**config.mk**
```make
export PLATFORM = sky130hd
export DESIGN_NAME = i2c_cfg_arbiter
export DESIGN_NICKNAME = d
export VERILOG_FILES = /design/src/rtl/i2c_cfg_arbiter.sv
export SDC_FILE = /design/constraint.sdc
export NUM_CORES = 1
export LEC_CHECK = 0
export ABC_AREA = 1
export CORE_ASPECT_RATIO = 1.2
export CORE_UTILIZATION = 45
export CTS_CLUSTER_DIAMETER = 40
export DETAILED_ROUTE_END_ITERATION = 10
export GPL_TIMING_DRIVEN = 0
export HOLD_SLACK_MARGIN = 0.12
export PLACE_DENSITY = 0.74
export SLEW_MARGIN = 25
export SYNTH_ARGS = -nofsm -noshare
export SYNTH_HDL_FRONTEND = slang
export SYNTH_SLANG_ARGS = --single-unit
```
**constraint.sdc**
```tcl
create_clock -name Clk -period 1.32 [get_ports Clk]
set_input_delay 0.33 -clock Clk [delete_from_list [all_inputs] [get_ports Clk]]
set_output_delay 0.33 -clock Clk [all_outputs]
set_load 0.02 [all_outputs]
```
**src/rtl/i2c_cfg_arbiter.sv**
```systemverilog
// Arbitrates a fixed 5-entry boot table and single host writes onto one I2C
// byte-write engine, with NACK retries and an enforced idle gap between transfers.
module i2c_cfg_arbiter #(
    parameter logic [6:0]  C_I2C_SLAVE_ADDR = 7'b1110110,
    parameter int unsigned GAP_CYCLES       = 375,
    parameter int unsigned MAX_RETRY        = 3
) (
    input  logic       Clk,
    input  logic       Reset,
    input  logic       Reinit,
    input  logic       Host_req,
    input  logic [7:0] Host_reg,
    input  logic [7:0] Host_data,
    output logic       Host_ack,
    output logic       Host_err,
    output logic       Xfer_start,
    output logic [6:0] Xfer_slave,
    output logic [7:0] Xfer_reg,
    output logic [7:0] Xfer_data,
    input  logic       Xfer_done,
    input  logic       Xfer_nack,
    output logic       Boot_done,
    output logic       Boot_err,
    output logic       Busy
);

    typedef enum logic [1:0] {IDLE, ISSUE, WAIT, GAP} state_t;

    localparam int              GAP_W      = (GAP_CYCLES > 1) ? $clog2(GAP_CYCLES) : 1;
    localparam logic [GAP_W-1:0] GAP_LAST  = GAP_W'(GAP_CYCLES - 1);
    localparam logic [2:0]      RETRY_LIM  = 3'(MAX_RETRY);
    localparam logic [2:0]      LAST_ENTRY = 3'd4;

    state_t           state;
    logic [2:0]       boot_ptr;
    logic [2:0]       retry_cnt;
    logic             boot_pend;
    logic             reinit_flag;
    logic             is_host;
    logic             redo;
    logic [GAP_W-1:0] gap_cnt;

    function automatic logic [15:0] boot_entry(input logic [2:0] idx);
        case (idx)
            3'd0:    boot_entry = 16'h49C0;
            3'd1:    boot_entry = 16'h2109;
            3'd2:    boot_entry = 16'h3308;
            3'd3:    boot_entry = 16'h3416;
            3'd4:    boot_entry = 16'h3660;
            default: boot_entry = 16'h0000;
        endcase
    endfunction

    assign Xfer_slave = C_I2C_SLAVE_ADDR;

    always_ff @(posedge Clk or posedge Reset) begin
        if (Reset) begin
            state       <= IDLE;
            boot_ptr    <= 3'd0;
            retry_cnt   <= 3'd0;
            boot_pend   <= 1'b1;
            reinit_flag <= 1'b0;
            is_host     <= 1'b0;
            redo        <= 1'b0;
            gap_cnt     <= '0;
            Xfer_start  <= 1'b0;
            Xfer_reg    <= 8'h00;
            Xfer_data   <= 8'h00;
            Host_ack    <= 1'b0;
            Host_err    <= 1'b0;
            Boot_done   <= 1'b0;
            Boot_err    <= 1'b0;
            Busy        <= 1'b0;
        end else begin
            Xfer_start <= 1'b0;
            Host_ack   <= 1'b0;
            Host_err   <= 1'b0;
            if (Reinit) begin
                reinit_flag <= 1'b1;
            end

            case (state)
                IDLE: begin
                    // A pending retry re-issues the held entry before any new arbitration.
                    if (redo) begin
                        redo       <= 1'b0;
                        Xfer_start <= 1'b1;
                        Busy       <= 1'b1;
                        state      <= ISSUE;
                    end else if (reinit_flag || Reinit) begin
                        reinit_flag            <= 1'b0;
                        boot_ptr               <= 3'd0;
                        boot_pend              <= 1'b1;
                        Boot_done              <= 1'b0;
                        Boot_err               <= 1'b0;
                        is_host                <= 1'b0;
                        {Xfer_reg, Xfer_data}  <= boot_entry(3'd0);
                        Xfer_start             <= 1'b1;
                        Busy                   <= 1'b1;
                        state                  <= ISSUE;
                    end else if (boot_pend) begin
                        is_host                <= 1'b0;
                        {Xfer_reg, Xfer_data}  <= boot_entry(boot_ptr);
                        Xfer_start             <= 1'b1;
                        Busy                   <= 1'b1;
                        state                  <= ISSUE;
                    end else if (Host_req) begin
                        is_host    <= 1'b1;
                        Xfer_reg   <= Host_reg;
                        Xfer_data  <= Host_data;
                        Xfer_start <= 1'b1;
                        Busy       <= 1'b1;
                        state      <= ISSUE;
                    end
                end

                ISSUE: begin
                    state <= WAIT;
                end

                WAIT: begin
                    if (Xfer_done) begin
                        state   <= GAP;
                        gap_cnt <= '0;
                        if (Xfer_nack && (retry_cnt < RETRY_LIM)) begin
                            retry_cnt <= retry_cnt + 3'd1;
                            redo      <= 1'b1;
                        end else begin
                            retry_cnt <= 3'd0;
                            if (is_host) begin
                                Host_ack <= 1'b1;
                                Host_err <= Xfer_nack;
                            end else begin
                                // Failed boot entries are recorded but the table still advances.
                                if (Xfer_nack) begin
                                    Boot_err <= 1'b1;
                                end
                                boot_ptr <= boot_ptr + 3'd1;
                                if (boot_ptr == LAST_ENTRY) begin
                                    Boot_done <= 1'b1;
                                    boot_pend <= 1'b0;
                                end
                            end
                        end
                    end
                end

                GAP: begin
                    if (gap_cnt == GAP_LAST) begin
                        state <= IDLE;
                        Busy  <= 1'b0;
                    end else begin
                        gap_cnt <= gap_cnt + GAP_W'(1);
                    end
                end

                default: begin
                    state <= IDLE;
                    Busy  <= 1'b0;
                end
            endcase
        end
    end

endmodule

```
---- Yosys cells after proc, flatten, opt, wreduce, memory -nomap -nowiden ----
Cells that the tools add are included.
W data, S select, Z words.
word-level totals
  output and inout port bits .............. 29
  register bits after elaboration ......... 43
  input bits .............................. 22
  logic and storage cells ................. 128
cells by class
  bitwise logic cells ..................... 1
  order comparisons ....................... 1
  equality and inequality tests ........... 19
  $add $sub $neg .......................... 3
  reduce and logical (&&, ||, !) cells .... 17
  mux-type cells .......................... 71
operators with widths
  operator               number
  $pmux W15 S5           1
  $mux W8                6
  $mux W1                42
  $ne A2 B2 Y1 const B   10
  $mux W3                6
  $mux W9                2
  $pmux W9 S2            1
  $reduce_and A3 Y1      5
  $reduce_and A7 Y1      2
  $mux W2                6
  $pmux W1 S2            5
  $add A9 B1 Y9 const B  1
  $eq A9 B9 Y1 const B   1
  $pmux W2 S4            1
  $add A3 B1 Y3 const B  2
  $eq A3 B2 Y1 const B   2
  $pmux W3 S2            1
  $reduce_and A6 Y1      1
  $reduce_bool A2 Y1     3
  $ne A5 B5 Y1 const B   1
  $eq A2 B2 Y1 const B   2
  $eq A3 B1 Y1 const B   1
  $eq A3 B3 Y1 const B   1
  $logic_not A3 Y1       1
  8 further kinds        8

---- Longest topological paths before layout ----
Gate-level depths: netlist (run 1).
  depth in word-level cells ............... 6
  depth in mapped cells ................... 10

---- Least setup slack after synthesis (run 1) ----
OpenSTA, ideal clock, no wires.
  path type ............................... register -> register
  start ................................... register state[0]
  end ..................................... register boot_ptr[0]
  cell stages (with the launch flop) ...... 10
  setup slack ............................. -0.076 ns
  buffers on the path ..................... 1
  setup time .............................. 0.117 ns
  arrival time ............................ 1.279 ns
  required time ........................... 1.203 ns
  cell sequence ........................... dfrtp_1 > inv_1 > ha_1 > buf_6 > nand2_4 > nand3_1 > a21oi_2 > nand2_1 > nand2_1 > nand2_1
between the ends
  longest elaborated chain between the ends .. 3
RTL lines
  element                                                              line  text
  start, declared                                                      34    state_t state;
  start signal, assigned                                               58    state <= IDLE;
  start signal, assigned                                               89    state <= ISSUE;
  start signal, assigned                                               100   state <= ISSUE;
  $eq A2 B2 Y1 or $logic_not A2 Y1 (tied branches)                     82    case (state)
  $ne A2 B2 Y1 (no source line) or $reduce_bool A2 Y1 (tied branches)  --
  $reduce_and A6 Y1 (no source line)                                   --
  end signal, assigned                                                 138   boot_ptr <= boot_ptr + 3'd1;
  end, declared                                                        35    logic [2:0] boot_ptr;
Several ways; a longest one is shown, not always the timed one.
A chain may end at the register's enable or synchronous reset.

---- Worst setup path in the final report (run 1) ----
  start ................................... register state[1]
  end ..................................... register boot_ptr[0]
The elaborated chain is that of the path after synthesis.

==> key figures, run 1 <==
Flow run
  – Max Cap Violations: 0

CTS
  – Skew-Pair Late Insertion Delay: ~310 ps
  – Clock Tree Buf Depth: 2
  – Post-CTS Hold Fix Bufs: 0
  – Root Driver: clkbuf_8
  – CTS Buf Count: 5
  – Clock transition at the registers of the reported paths: 80 ps
  – Clk sinks: between 40 and 50
  – CTS tree: built
  – H-tree depth: 2

Synth
  – Flops & latches, synth: 43
  – Sequential fraction of the synthesis area: between 40% and 50%
  – Synth top area share: a little over two fifths
  – Synth area leader: dfrtp_1
  – Ys async rst share: 100%
  – Synth top area cells: dfrtp_1, nand2_1, ha_1, nand3_1, inv_1
  – Mapped Area: 2440 sq um
  – Synth Area per Inst: about 7.9 sq um
  – Synthesis warning total: 0
  – EDFF count, synth: 0
  – Synth Flop Type: dfrtp_1
  – Synth unique cells: 34
  – Mapped Cells: just over 300

Global routing
  – Tot GR Track Use: 20.3%
  – Vias in the first global route: approximately 2,000
  – Global-route wire length before repair: between 9 and 10 mm
  – GRT overflow: 0
  – Largest net degree at the start of global routing: between 40 and 50
  – Antenna violations before repair: 0

Route
  – Final Routed Wirelength: about 7 mm
  – Initial DRC Count: 91
  – Vias: ~2,400
  – DRT Pass-1 Iters: 4
  – Vias/cell: roughly 5.2
  – DRC Markers: 0
  – DR WL/cell: approximately 15 um
  – Post-DRT Antenna Nets: 0

Cells and area
  – Final Util: 71.5%
  – Max reg flops: 9
  – Fin nets: between 400 and 500
  – Most common cell after layout, fill and taps aside: nand2_1
  – Syn-to-layout area delta: 53.9%
  – Reg area: approximately 1100 sq um
  – Multi-input logic area: 1600 sq um
  – Fillers: roughly 400
  – Most frequent cells in the layout: nand2_1, dfrtp_1, buf_4
  – Antenna diode count: 0
  – Design Area, Final: ~3800 sq um
  – Share of layout cells above drive strength 1: between 40% and 50%

Worst setup path
  – Crit path launch type: register
  – Worst setup EP type: register
  – Slowest cell on the critical path: dfrtp_2
  – Worst Path Arrival: around 1700 ps
  – Worst stage delay on the critical path: roughly 430 ps
  – CP endpoint: boot_ptr[0]$_DFFE_PP0P_
  – Worst R2R Path Depth: 8
  – Critical path class: reg2reg
  – Critical R2R Launch: state[1]$_DFFE_PP0P_
  – Reg2reg setup slack: -180 ps
  – CP Cell Sequence: inv_2 > ha_4 > nand2_1 > nand3_4 > a21oi_4 > buf_4 > nand3_1 > nand2_1
  – Cell repeated most along the worst path: nand2_1
  – Worst Path Max Fanout: 6
  – Critical Path Source: state[1]$_DFFE_PP0P_
  – WP data required: 1570 ps
  – R2R Path End: boot_ptr[0]$_DFFE_PP0P_

Place
  – Dpl cell area: 3020 sq um
  – Port Buffer Count: 43
  – GPL Wtd Cong: around 0.8
  – DP Wirelength: between 3 and 4 mm
  – Setup slack after placement: -426 ps

Outcome
  – Failing checks: setup timing
  – Outcome: finished, violations left

Timing
  – Slew HR: ~64%
  – Final min period: ~1500 ps
  – Slew at the pin closest to its max-slew limit: ~530 ps
  – Tcrit/Tclk final: 113%
  – Final WS setup: -175 ps
  – Final Skew: between 5 and 6 ps
  – Final setup violation count: 38
  – Fmax: approximately 670 MHz
  – Pins over their slew limit: 0
  – RSZ-0062 raised after global routing: yes
  – Setup TNS: -3020 ps
  – Final hold violations: 0

Die
  – Starting Density: roughly 46%
  – Die area: around 5700 sq um
  – IO Count: a little over 50
  – Core area: 5260 sq um
  – Die Width: between 60 and 70 um
  – Rows: 29
  – Chip Height: around 83 um

Power
  – Leak pwr: between 0.0015 and 0.002 uW
  – PD cells: ~2300 nW/um^2
  – Peak VDD IR: 0.00131 V
  – Total Power: approximately 8700 uW

Worst hold path
  – Hold/Removal Path Class: in2async
==> where the power goes <==
group          internal (uW)  switching, uW  leakage (uW)
sequential              1780            392      0.000552
combinational           2230           3050       0.00123
clock                    756            477     0.0000654
total                   4760           3920       0.00185
==> synth_stat cells (all sizes together) (2+ instances only) <==
master and n:
nand2 115, dfrtp 42, inv 28, nand3 25, nor2 22, o21ai 15, buf 12, a21oi 11
ha 11, nand4 6, o21bai 3, o31ai 3, xor2 3, conb 2, o22ai 2
==> logic make-up after synthesis <==
kind of cell | Yosys count | synth area share (%)
XOR/XNOR | 3 | 1.07
AND/OR/NAND/NOR | 171 | 31.2
adder cells (fa/ha/maj) | 11 | 5.63
multiplexers | 1 | 0.409
buffers and inverters | 41 | 8.44
AO/OA/AOI/OAI | 37 | 8.91
flip-flops | 43 | 44.1
other | 2 | 0.307
==> metrics by stage <==
step / hold slack, ps / std cells
floorplan: 328 / 314
global placement: 463 / 419
detailed placement: 465 / 419
CTS: 484 / 436
global route: 459 / 458
finish: 408 / 458
==> cell type report <==
| type | instances | share of cell area [%] |
|---|---|---|
| multi-input combinational | 231 | 42.4 |
| sequential | 43 | 28.7 |
| timing repair buffer | 74 | 17.1 |
| inverter | 29 | 3.96 |
| buffer | 11 | 2.23 |
| tap | 62 | 2.06 |
| clock buffer | 6 | 1.93 |
| clock inverter | 2 | 1.60 |
==> timing repair <==
action	4_1_cts	5_1_grt
gates cloned	0	2
setup endpoints to repair	59	52
resized for setup	76	105
pin swaps	8	12
buffers inserted	10	19
==> how the worst min path moves through the flow <==
stage                          start                  endpoint  slack, ps  depth (start not counted)
3_3_place_gp        Busy$_DFFE_PP0P_          Busy$_DFFE_PP0P_        460                          2
2_1_floorplan                  Reset     Boot_done$_DFFE_PP0P_        330                          1
5_1_grt                        Reset  Xfer_data[2]$_DFFE_PP0P_        460                          2
4_1_cts        Boot_done$_DFFE_PP0P_     Boot_done$_DFFE_PP0P_        480                          2
6_report                       Reset  Xfer_data[2]$_DFFE_PP0P_        410                          2
3_5_place_dp        Busy$_DFFE_PP0P_          Busy$_DFFE_PP0P_        470                          2
==> critical path, delay by kind of cell, from the launching register on <==
kind / cells / cell delay [ps]
AOI/OAI and AO/OA: 1 / 170
adders and majority gates: 1 / 190
buffers and inverters: 2 / 200
DFF: 1 / 430
and+or+nand+nor: 4 / 430
==> metal layers <==
metal | global-route usage [%] | wire (um) | part of all wire (%)
met5 | 0 | 0 | 0
met4 | 7.35 | 170 | 2.4
met3 | 3.76 | 281 | 4.0
met2 | 37.4 | 3830 | 55
met1 | 23.9 | 2710 | 39
No activity file was read; power rests on OpenSTA's default activity.
==> inputs of run 2 (changes only) <==
--- a/config.mk
+++ b/config.mk
@@ -10,7 +10,6 @@
 export CORE_UTILIZATION = 45
 export CTS_CLUSTER_DIAMETER = 40
 export DETAILED_ROUTE_END_ITERATION = 10
-export GPL_TIMING_DRIVEN = 0
 export HOLD_SLACK_MARGIN = 0.12
 export PLACE_DENSITY = 0.74
 export SLEW_MARGIN = 25
==> key figures, run 2 (synthesis results as in run 1) <==
Outcome
  – Outcome: finished, violations left (unchanged)
  – Failing checks: setup timing (unchanged)

Cells and area
  – Design Area, Final: 3980 sq um (was 3760 sq um)
  – Share of layout cells above drive strength 1: 47.4% (was 40.4%)
  – Most common cell after layout, fill and taps aside: nand2_1 (unchanged)
  – Most frequent cells in the layout: nand2_1, buf_4, dfrtp_1 (was nand2_1, dfrtp_1, buf_4)
  – Final Util: 75.6% (was 71.5%)
  – Antenna diode count: 0 (unchanged)
  – Syn-to-layout area delta: 62.7% (was 53.9%)
  – Fin nets: 443 (was 428)
  – Max reg flops: 9 (unchanged)

Route
  – DRC Markers: 0 (unchanged)
  – Initial DRC Count: 123 (was 91)
  – Vias: 2,425 (was 2,387)
  – Vias/cell: 5.13 (was 5.21)
  – DR WL/cell: 15.5 um (was 15.3 um)
  – Final Routed Wirelength: 7.33 mm (was 6.99 mm)
  – DRT Pass-1 Iters: 4 (unchanged)
  – Post-DRT Antenna Nets: 0 (unchanged)

Timing
  – Final hold violations: 0 (unchanged)
  – Fmax: 695 MHz (was 669 MHz)
  – Pins over their slew limit: 0 (unchanged)
  – Hold slack: 412 ps (was 408 ps)
  – Final WS setup: -120 ps (was -175 ps)
  – RSZ-0062 raised after global routing: yes (unchanged)
  – Final min period: 1440 ps (was 1500 ps)
  – Final setup violation count: 35 (was 38)
  – Tcrit/Tclk final: 109% (was 113%)
  – Final Skew: 10.2 ps (was 5.04 ps)

Worst setup path
  – Worst setup EP type: register (unchanged)
  – WP data required: 1560 ps (was 1570 ps)
  – Critical path class: reg2reg (unchanged)
  – Worst Path Max Fanout: 7 (was 6)
  – Reg2reg setup slack: -120 ps (was -180 ps)
  – Critical R2R Launch: state[0]$_DFFE_PP0P_ (was state[1]$_DFFE_PP0P_)
  – Worst R2R Path Depth: 8 (unchanged)
  – R2R Path End: boot_ptr[2]$_DFFE_PP0P_ (was boot_ptr[0]$_DFFE_PP0P_)
  – Worst Path Arrival: 1680 ps (was 1740 ps)
  – Crit path launch type: register (unchanged)

CTS
  – Clock Tree Buf Depth: 2 (unchanged)
  – Clock transition at the registers of the reported paths: 90 ps (was 80 ps)
  – H-tree depth: 2 (unchanged)
  – Root Driver: clkbuf_8 (unchanged)
  – Clk sinks: 43 (unchanged)
  – CTS Buf Count: 5 (unchanged)
  – Skew-Pair Late Insertion Delay: 300 ps (was 310 ps)
  – CTS tree: built (unchanged)

Flow run
  – Max Cap Violations: 0 (unchanged)

Power
  – Net Sw Frac: 44.3% (was 45.2%)
  – Switching power of the nets: 4100 uW (was 3920 uW)
  – PD cells: 2330 nW/um^2 (was 2310 nW/um^2)
  – Pint: 5160 uW (was 4760 uW)
  – Total Power: 9260 uW (was 8680 uW)
  – Gate power share: 62.5% (was 60.8%)
  – Clock power frac: 13.4% (was 14.2%)
  – Peak VDD IR: 0.00118 V (was 0.00131 V)
  – Reg power frac: 24.1% (was 25.0%)
  – Leak pwr: 0.00196 uW (was 0.00185 uW)

Global routing
  – Vias in the first global route: 2,225 (was 2,051)
  – Largest net degree at the start of global routing: 44 (unchanged)
  – Antenna violations before repair: 0 (unchanged)
  – Tot GR Track Use: 23.0% (was 20.3%)
  – Global-route wire length before repair: 10.3 mm (was 9.20 mm)
  – GRT overflow: 0 (unchanged)

Die
  – Die Width: 69.3 um (unchanged)
  – IO Count: 51 (unchanged)
  – Starting Density: 46.5% (unchanged)
  – Rows: 29 (unchanged)
  – Die area: 5730 sq um (unchanged)
  – Core area: 5260 sq um (unchanged)
  – Chip Height: 82.7 um (unchanged)

Place
  – Port Buffer Count: 43 (unchanged)
  – DP Wirelength: 4.26 mm (was 3.85 mm)
  – Dpl cell area: 3250 sq um (was 3020 sq um)
  – GPL Wtd Cong: 0.800 (was 0.799)

Worst hold path
  – Hold/Removal Path Class: in2async (unchanged)
-- run 2: worst max-delay path by stage --
stage,start,to,depth (start not counted)
after floorplan,state[1]$_DFFE_PP0P_,boot_ptr[0]$_DFFE_PP0P_,8
after global placement,Reinit,Xfer_reg[5]$_DFFE_PP0P_,7
after detailed placement,Reinit,state[0]$_DFFE_PP0P_,6
after CTS,state[1]$_DFFE_PP0P_,Xfer_data[1]$_DFFE_PP0P_,7
after global routing,state[0]$_DFFE_PP0P_,Busy$_DFFE_PP0P_,7
final,state[0]$_DFFE_PP0P_,boot_ptr[2]$_DFFE_PP0P_,8
-- run 2: metrics by stage --
step	setup TNS, ps	cells	setup slack [ps]
finish	-2140	473	-120
global route	-4530	473	-234
CTS	-1230	459	-104
detailed placement	-11250	445	-341
global placement	-10270	445	-297
floorplan	-75.5	314	-14.8
-- run 2: power by group through the flow --
| stage | Sequential, uW | Combinational (uW) | Clock [uW] |
|---|---|---|---|
| floorplan | 2390 | 2150 | 0 |
| global placement | 2140 | 3960 | 0 |
| detailed placement | 2170 | 4040 | 0 |
| CTS | 2190 | 4560 | 1260 |
| global route | 2280 | 6250 | 1310 |
| finish | 2230 | 5790 | 1240 |
-- run 2: critical path, cell delays in order (launching register included) --
cell and delay (ps):
dfrtp_1 400, inv_2 110, ha_4 240, inv_8 70, buf_4 130, buf_4 130
nor2_1 130, nand3_1 100, nand2_1 70
-- run 2: area by class of cell --
class | count | area, sq um
fillers | 334 | 1280
clock inverters | 3 | 67.6
clock buffers | 5 | 68.8
well taps | 62 | 77.6
inverters | 29 | 143
multi-input cells | 231 | 1670
flip-flops and latches | 43 | 1080
repair buffers | 100 | 868
-- run 2: layer usage --
layer	track usage, %	vias to the layer above	part of all wire [%]
met4	9.39	0	1.9
met2	41.9	65	55
li1	-	1189	-
met1	26.7	1161	40
met5	0	-	0
met3	4.61	10	3.8
-- run 2: repair_timing --
item | CTS | global route
pin swaps | 18 | 27
hold buffers | 0 | 0
setup buffers | 6 | 13
resized for setup | 114 | 97
gates cloned | 1 | 1
endpoints found under the setup margin | 58 | 57
